[config.mk]
export PLATFORM = sky130hd
export DESIGN_NAME = akuma_anim_ctrl
export DESIGN_NICKNAME = d
export VERILOG_FILES = /design/src/rtl/akuma_pkg.sv /design/src/rtl/akuma_anim_counter.sv /design/src/rtl/akuma_anim_ctrl.sv
export SDC_FILE = /design/constraint.sdc
export NUM_CORES = 1
export LEC_CHECK = 0
export ABC_AREA = 1
export BUFFER_PORTS_ARGS = -buffer_cell sky130_fd_sc_hd__buf_2
export CAP_MARGIN = 10
export CORE_ASPECT_RATIO = 1.5
export CORE_MARGIN = 2
export CORE_UTILIZATION = 40
export CTS_CLUSTER_DIAMETER = 120
export DETAILED_ROUTE_END_ITERATION = 10
export PLACE_DENSITY = 0.58
export SLEW_MARGIN = 20
export SYNTH_ARGS = -nofsm -noshare
export SYNTH_HDL_FRONTEND = slang
export SYNTH_HIERARCHICAL = 1
export SYNTH_SLANG_ARGS = --single-unit
[constraint.sdc]
create_clock -name vga_clk -period 9 [get_ports vga_clk]
set_input_delay 2.25 -clock vga_clk [delete_from_list [all_inputs] [get_ports vga_clk]]
set_output_delay 2.25 -clock vga_clk [all_outputs]
set_load 0.05 [all_outputs]
[src/rtl/akuma_pkg.sv]
// Shared pose encoding, frame-count constants and sprite-sheet layout helpers
// for the Akuma animation sequencer.
package akuma_pkg;

   typedef enum logic [2:0] {
      POSE_IDLE    = 3'd0,
      POSE_WALK    = 3'd1,
      POSE_PUNCH   = 3'd2,
      POSE_KICK    = 3'd3,
      POSE_HITSTUN = 3'd4
   } pose_t;

   localparam int FRAME_W      = 3;
   localparam int IDLE_FRAMES  = 4;
   localparam int WALK_FRAMES  = 6;
   localparam int PUNCH_FRAMES = 4;
   localparam int KICK_FRAMES  = 5;
   localparam int SPRITE_WORDS = 7800;

   function automatic logic [FRAME_W-1:0] pose_frames(input pose_t p);
      case (p)
         POSE_IDLE:  pose_frames = FRAME_W'(IDLE_FRAMES);
         POSE_WALK:  pose_frames = FRAME_W'(WALK_FRAMES);
         POSE_PUNCH: pose_frames = FRAME_W'(PUNCH_FRAMES);
         POSE_KICK:  pose_frames = FRAME_W'(KICK_FRAMES);
         default:    pose_frames = FRAME_W'(1);
      endcase
   endfunction

   // Poses are packed back to back on the sprite sheet, so each base is the
   // running sum of the frame counts of the poses before it.
   function automatic logic [4:0] pose_base(input pose_t p);
      case (p)
         POSE_IDLE:  pose_base = 5'd0;
         POSE_WALK:  pose_base = 5'(IDLE_FRAMES);
         POSE_PUNCH: pose_base = 5'(IDLE_FRAMES + WALK_FRAMES);
         POSE_KICK:  pose_base = 5'(IDLE_FRAMES + WALK_FRAMES + PUNCH_FRAMES);
         default:    pose_base = 5'(IDLE_FRAMES + WALK_FRAMES + PUNCH_FRAMES + KICK_FRAMES);
      endcase
   endfunction

endpackage

[src/rtl/akuma_anim_counter.sv]
// Hold/frame counter for one animation pose: each frame is held for
// HOLD_TICKS steps, then the frame index advances or wraps.
module akuma_anim_counter
   import akuma_pkg::*;
#(
   parameter int HOLD_TICKS = 4
) (
   input  logic               vga_clk,
   input  logic               reset_n,
   input  logic               step,
   input  logic               restart,
   input  logic               one_shot,
   input  logic [FRAME_W-1:0] frame_count,
   output logic [FRAME_W-1:0] frame,
   output logic               last_frame
);

   localparam int HW = (HOLD_TICKS > 1) ? $clog2(HOLD_TICKS) : 1;

   logic [HW-1:0] hold;
   logic          hold_done;
   logic          at_end;

   assign hold_done  = (hold == HW'(HOLD_TICKS - 1));
   assign at_end     = (frame == frame_count - FRAME_W'(1));
   assign last_frame = hold_done && at_end;

   // One-shot poses park on their last frame; the owner restarts the
   // counter when it leaves the pose.
   always_ff @(posedge vga_clk or negedge reset_n) begin
      if (!reset_n) begin
         hold  <= '0;
         frame <= '0;
      end else if (step) begin
         if (restart) begin
            hold  <= '0;
            frame <= '0;
         end else if (hold_done) begin
            hold <= '0;
            if (at_end)
               frame <= one_shot ? frame : '0;
            else
               frame <= frame + FRAME_W'(1);
         end else begin
            hold <= hold + HW'(1);
         end
      end
   end

endmodule

[src/rtl/akuma_anim_ctrl.sv]
// Per-fighter pose arbiter and frame sequencer; all outputs move only on
// frame_tick so the renderer never sees a pose change mid-scan.
module akuma_anim_ctrl
   import akuma_pkg::*;
#(
   parameter int HOLD_TICKS    = 4,
   parameter int HITSTUN_TICKS = 20,
   parameter int ADDR_W        = 18
) (
   input  logic              vga_clk,
   input  logic              reset_n,
   input  logic              frame_tick,
   input  logic              move_left,
   input  logic              move_right,
   input  logic              punch_req,
   input  logic              kick_req,
   input  logic              hit_in,
   input  logic [9:0]        self_x,
   input  logic [9:0]        opp_x,
   output logic [2:0]        pose,
   output logic [2:0]        anim_frame,
   output logic [ADDR_W-1:0] rom_base,
   output logic              facing_right,
   output logic              attack_active,
   output logic              req_ack
);

   localparam int HSW = $clog2(HITSTUN_TICKS + 1);

   pose_t             pose_q;
   pose_t             next_pose;
   logic              pend_punch;
   logic              pend_kick;
   logic              pend_hit;
   logic              hit_p;
   logic              kick_p;
   logic              punch_p;
   logic              moving;
   logic              accept;
   logic              restart;
   logic              facing_next;
   logic              last_frame;
   logic [HSW-1:0]    hitstun_cnt;
   logic [ADDR_W-1:0] frame_index;

   assign hit_p   = pend_hit   | hit_in;
   assign kick_p  = pend_kick  | kick_req;
   assign punch_p = pend_punch | punch_req;
   assign moving  = move_left ^ move_right;
   assign pose    = pose_q;

   akuma_anim_counter #(
      .HOLD_TICKS (HOLD_TICKS)
   ) u_counter (
      .vga_clk     (vga_clk),
      .reset_n     (reset_n),
      .step        (frame_tick),
      .restart     (restart),
      .one_shot    ((pose_q == POSE_PUNCH) || (pose_q == POSE_KICK)),
      .frame_count (pose_frames(pose_q)),
      .frame       (anim_frame),
      .last_frame  (last_frame)
   );

   // Requests are latched between ticks and all consumed together at a tick.
   always_ff @(posedge vga_clk or negedge reset_n) begin
      if (!reset_n) begin
         pend_punch <= 1'b0;
         pend_kick  <= 1'b0;
         pend_hit   <= 1'b0;
      end else if (frame_tick) begin
         pend_punch <= 1'b0;
         pend_kick  <= 1'b0;
         pend_hit   <= 1'b0;
      end else begin
         pend_punch <= punch_p;
         pend_kick  <= kick_p;
         pend_hit   <= hit_p;
      end
   end

   always_ff @(posedge vga_clk or negedge reset_n) begin
      if (!reset_n) begin
         pose_q       <= POSE_IDLE;
         facing_right <= 1'b0;
         hitstun_cnt  <= '0;
         req_ack      <= 1'b0;
      end else begin
         req_ack <= frame_tick && accept;
         if (frame_tick) begin
            pose_q       <= next_pose;
            facing_right <= facing_next;
            hitstun_cnt  <= (hit_p || (pose_q != POSE_HITSTUN)) ? '0 : hitstun_cnt + HSW'(1);
         end
      end
   end

   // Priority hit > kick > punch > walk > idle; attacks only yield to a hit.
   always_comb begin
      next_pose = pose_q;
      accept    = 1'b0;
      restart   = 1'b0;
      if (hit_p) begin
         next_pose = POSE_HITSTUN;
         restart   = 1'b1;
      end else begin
         case (pose_q)
            POSE_PUNCH, POSE_KICK: begin
               if (last_frame) begin
                  next_pose = moving ? POSE_WALK : POSE_IDLE;
                  restart   = 1'b1;
               end
            end
            POSE_HITSTUN: begin
               restart = 1'b1;
               if (hitstun_cnt == HSW'(HITSTUN_TICKS - 1))
                  next_pose = POSE_IDLE;
            end
            default: begin
               if (kick_p) begin
                  next_pose = POSE_KICK;
                  accept    = 1'b1;
               end else if (punch_p) begin
                  next_pose = POSE_PUNCH;
                  accept    = 1'b1;
               end else if (moving) begin
                  next_pose = POSE_WALK;
               end else begin
                  next_pose = POSE_IDLE;
               end
               restart = (next_pose != pose_q);
            end
         endcase
      end

      facing_next = facing_right;
      if ((next_pose == POSE_IDLE) || (next_pose == POSE_WALK)) begin
         if (opp_x > self_x)
            facing_next = 1'b1;
         else if (opp_x < self_x)
            facing_next = 1'b0;
      end
   end

   always_comb begin
      attack_active = 1'b0;
      if ((pose_q == POSE_PUNCH) && (anim_frame == 3'd2))
         attack_active = 1'b1;
      else if ((pose_q == POSE_KICK) && ((anim_frame == 3'd2) || (anim_frame == 3'd3)))
         attack_active = 1'b1;
   end

   // Address lags the pose by a cycle, still well before the first active line.
   assign frame_index = ADDR_W'(pose_base(pose_q)) + ADDR_W'(anim_frame);

   always_ff @(posedge vga_clk or negedge reset_n) begin
      if (!reset_n)
         rom_base <= '0;
      else
         rom_base <= frame_index * ADDR_W'(SPRITE_WORDS);
   end

endmodule

==> run metrics <==
status=finished clean; number of buffers created by CTS=5; routability congestion estimate=0.855; Cells on Worst Hold Path=1; layout cells sized above 1=15.7%; Routed WL per cell=12.2 µm; Crit path required time=9.17 ns; CP arrival=4.99 ns; synth warn=6; GR Overflow Total=0; initial core utilization=41.2%; io pins=55; clk_lat worst skew=0.29 ns; Max clock buf depth=2; Reg2Reg Capture Point=rom_base[11]$_DFF_PN0_; Worst Path Max Fanout=10; Fmax=207 MHz; most common cell after layout, fill and taps aside=nand2_1; reg2reg path depth=18; Setup crit start kind=flop; Synth async-reset ratio=100%; P_leak=1.93 nW; Tot GR Track Use=18.2%; main flop type after synthesis=dfrtp_1; most frequent cells in the layout=83 x nand2_1, 78 x inv_1, 51 x buf_2, 42 x ha_1, 35 x nor2_1; CTS resizes=0; port bufs=51; vias per inst=4.71; area of the core=7180 µm²; nets=527; # Max-Cap Violations=0; CP endpoint kind=flop; reg2reg setup slack=4.17 ns; Critical Path End=rom_base[11]$_DFF_PN0_; DRT Wirelength=6690 µm; worst slew pin tran=0.779 ns; Post-synth EDFFs=0; Sequential Area=826 µm²; Die H=109 µm; pin count of the biggest net entering global routing=34; PD cells=357 nW/µm²; vias in the first global route=2579; HP Class=reg2reg; area grow syn2layout=15.0%; DRC violations left=0; drt first pass iters=5; Worst R2R Start=pose[2]$_DFFE_PN0P_; fin. max-slew vios=0; sequential area share after synthesis=27.9%; post-synthesis instance area=2960 µm²; Mapped Avg Cell Area=7.62 µm²; multi-input logic area=1810 µm²; # hold bufs at CTS=0; clock sink count=33; Final Hold Vio Count=0; Rel. slew slack=48.1%; post-synthesis cell count=388; first-pass GRT wire length=11100 µm; setup tns final=0 ns; total number of vias=2570; DRT iter0 DRCs=89; Die Span X=74.2 µm; number of synthesized register bits=33; Crit Path Class=reg2reg; RSZ-0062 raised after global routing=false; Rows=38; Final Util=47.4%; Post-DRT Antenna Nets=0; fin crit share=53.6%; ant diodes=0; Unique masters post-synth=30; Final HPWL DP=5570 µm; hold_sp=hitstun_cnt[4]$_DFFE_PN0P_; CTS tree=done; Final Setup Violations=0; Worst Skew=0.00424 ns; fill cell count=765; initial antenna violation count=0; Critical Path Source=pose[2]$_DFFE_PN0P_; root buffer cell=clkbuf_8; VDD IR-drop max=0.221 mV; # H-tree levels=2; DIE AREA=8110 µm²; fin crit period=4.83 ns; Post-CTS Setup Bufs=0; Hold Slack=0.471 ns; clock transition at the registers of the reported paths=0.07 ns
==> per-layer routing <==
metal | track usage (%) | wire, µm
met1 | 19.2 | 2640
met5 | 0 | 0
met4 | 9.61 | 280
met2 | 33.9 | 3600
met3 | 2.57 | 168
==> cell families (layout without fill, tap and decap cells) <==
| group | count (synthesis) | after routing | synth area share (%) |
|---|---|---|---|
| other cells | 2 | 7 | 0.254 |
| compound gates | 41 | 41 | 7.87 |
| xor+xnor | 13 | 13 | 3.85 |
| fa+ha+maj | 54 | 54 | 25.9 |
| buf+inv | 86 | 139 | 11.5 |
| simple gates | 159 | 159 | 22.7 |
| flops | 33 | 33 | 27.9 |
==> synthesized netlist by cell type, types with 3 or more instances <==
| master | count | share of area (%) |
|---|---|---|
| fa_1 | 12 | 8.1 |
| nor2_2 | 3 | 0.63 |
| ha_1 | 42 | 18 |
| nor2_1 | 35 | 4.4 |
| nand4_1 | 7 | 1.5 |
| o21ai_0 | 13 | 2.2 |
| inv_1 | 78 | 9.9 |
| dfrtp_1 | 33 | 28 |
| nand2_1 | 83 | 11 |
| a21oi_1 | 18 | 3.0 |
| xor2_1 | 11 | 3.3 |
| buf_4 | 4 | 1.0 |
| nand3_1 | 26 | 4.4 |
==> per-stage QoR <==
step,std cells,total power [W],instance area (µm²),setup WS [ns]
after floorplan,393,0.000902,2980,3.40
after global placement,538,0.00111,3320,4.27
after detailed placement,538,0.00111,3320,4.17
after CTS,546,0.00123,3400,4.16
after global routing,546,0.00135,3400,3.82
final,546,0.00121,3400,4.17
==> power by group <==
part | switching [W] | internal, W
combinational | 0.000594 | 0.000287
clock | 0.0000578 | 0.0000536
sequential | 0.0000182 | 0.000204
total | 0.000670 | 0.000544
==> cell type report <==
type	count	share of cell area, %
Sequential cell	33	24.3
Inverter	80	8.83
Clock buffer	6	2.13
Tap cell	100	3.68
Timing Repair Buffer	51	7.51
Clock inverter	2	0.294
Multi-Input combinational cell	274	53.3
==> flip-flops by register name (all words and copies together), names as in the netlist <==
register / count
pend_hit: 1
pose: 3
rom_base: 15
hitstun_cnt: 5
req_ack: 1
pend_punch: 1
pend_kick: 1
u_counter/frame: 3
facing_right: 1
u_counter/hold: 2
==> critical path, cell delays in order, from the launching register on <==
cell and delay [ns]:
dfrtp_1 0.46, nor2_1 0.26, inv_1 0.11, a21oi_1 0.15
ha_1 0.14, inv_1 0.05, or2_2 0.28, a31oi_1 0.25
inv_1 0.16, fa_1 0.59, inv_1 0.08, fa_1 0.51
fa_1 0.56, inv_1 0.04, ha_1 0.47, a21oi_1 0.14
o21ai_0 0.24, a21oi_1 0.08, xnor2_1 0.14
==> worst min-delay path by stage <==
stage | slack (ns) | to
after floorplan | 0.43 | hitstun_cnt[4]$_DFFE_PN0P_
after global placement | 0.45 | hitstun_cnt[4]$_DFFE_PN0P_
after detailed placement | 0.46 | hitstun_cnt[4]$_DFFE_PN0P_
after CTS | 0.47 | hitstun_cnt[4]$_DFFE_PN0P_
after global routing | 0.48 | hitstun_cnt[4]$_DFFE_PN0P_
final | 0.47 | hitstun_cnt[4]$_DFFE_PN0P_
(Power assumes the default switching activity.)
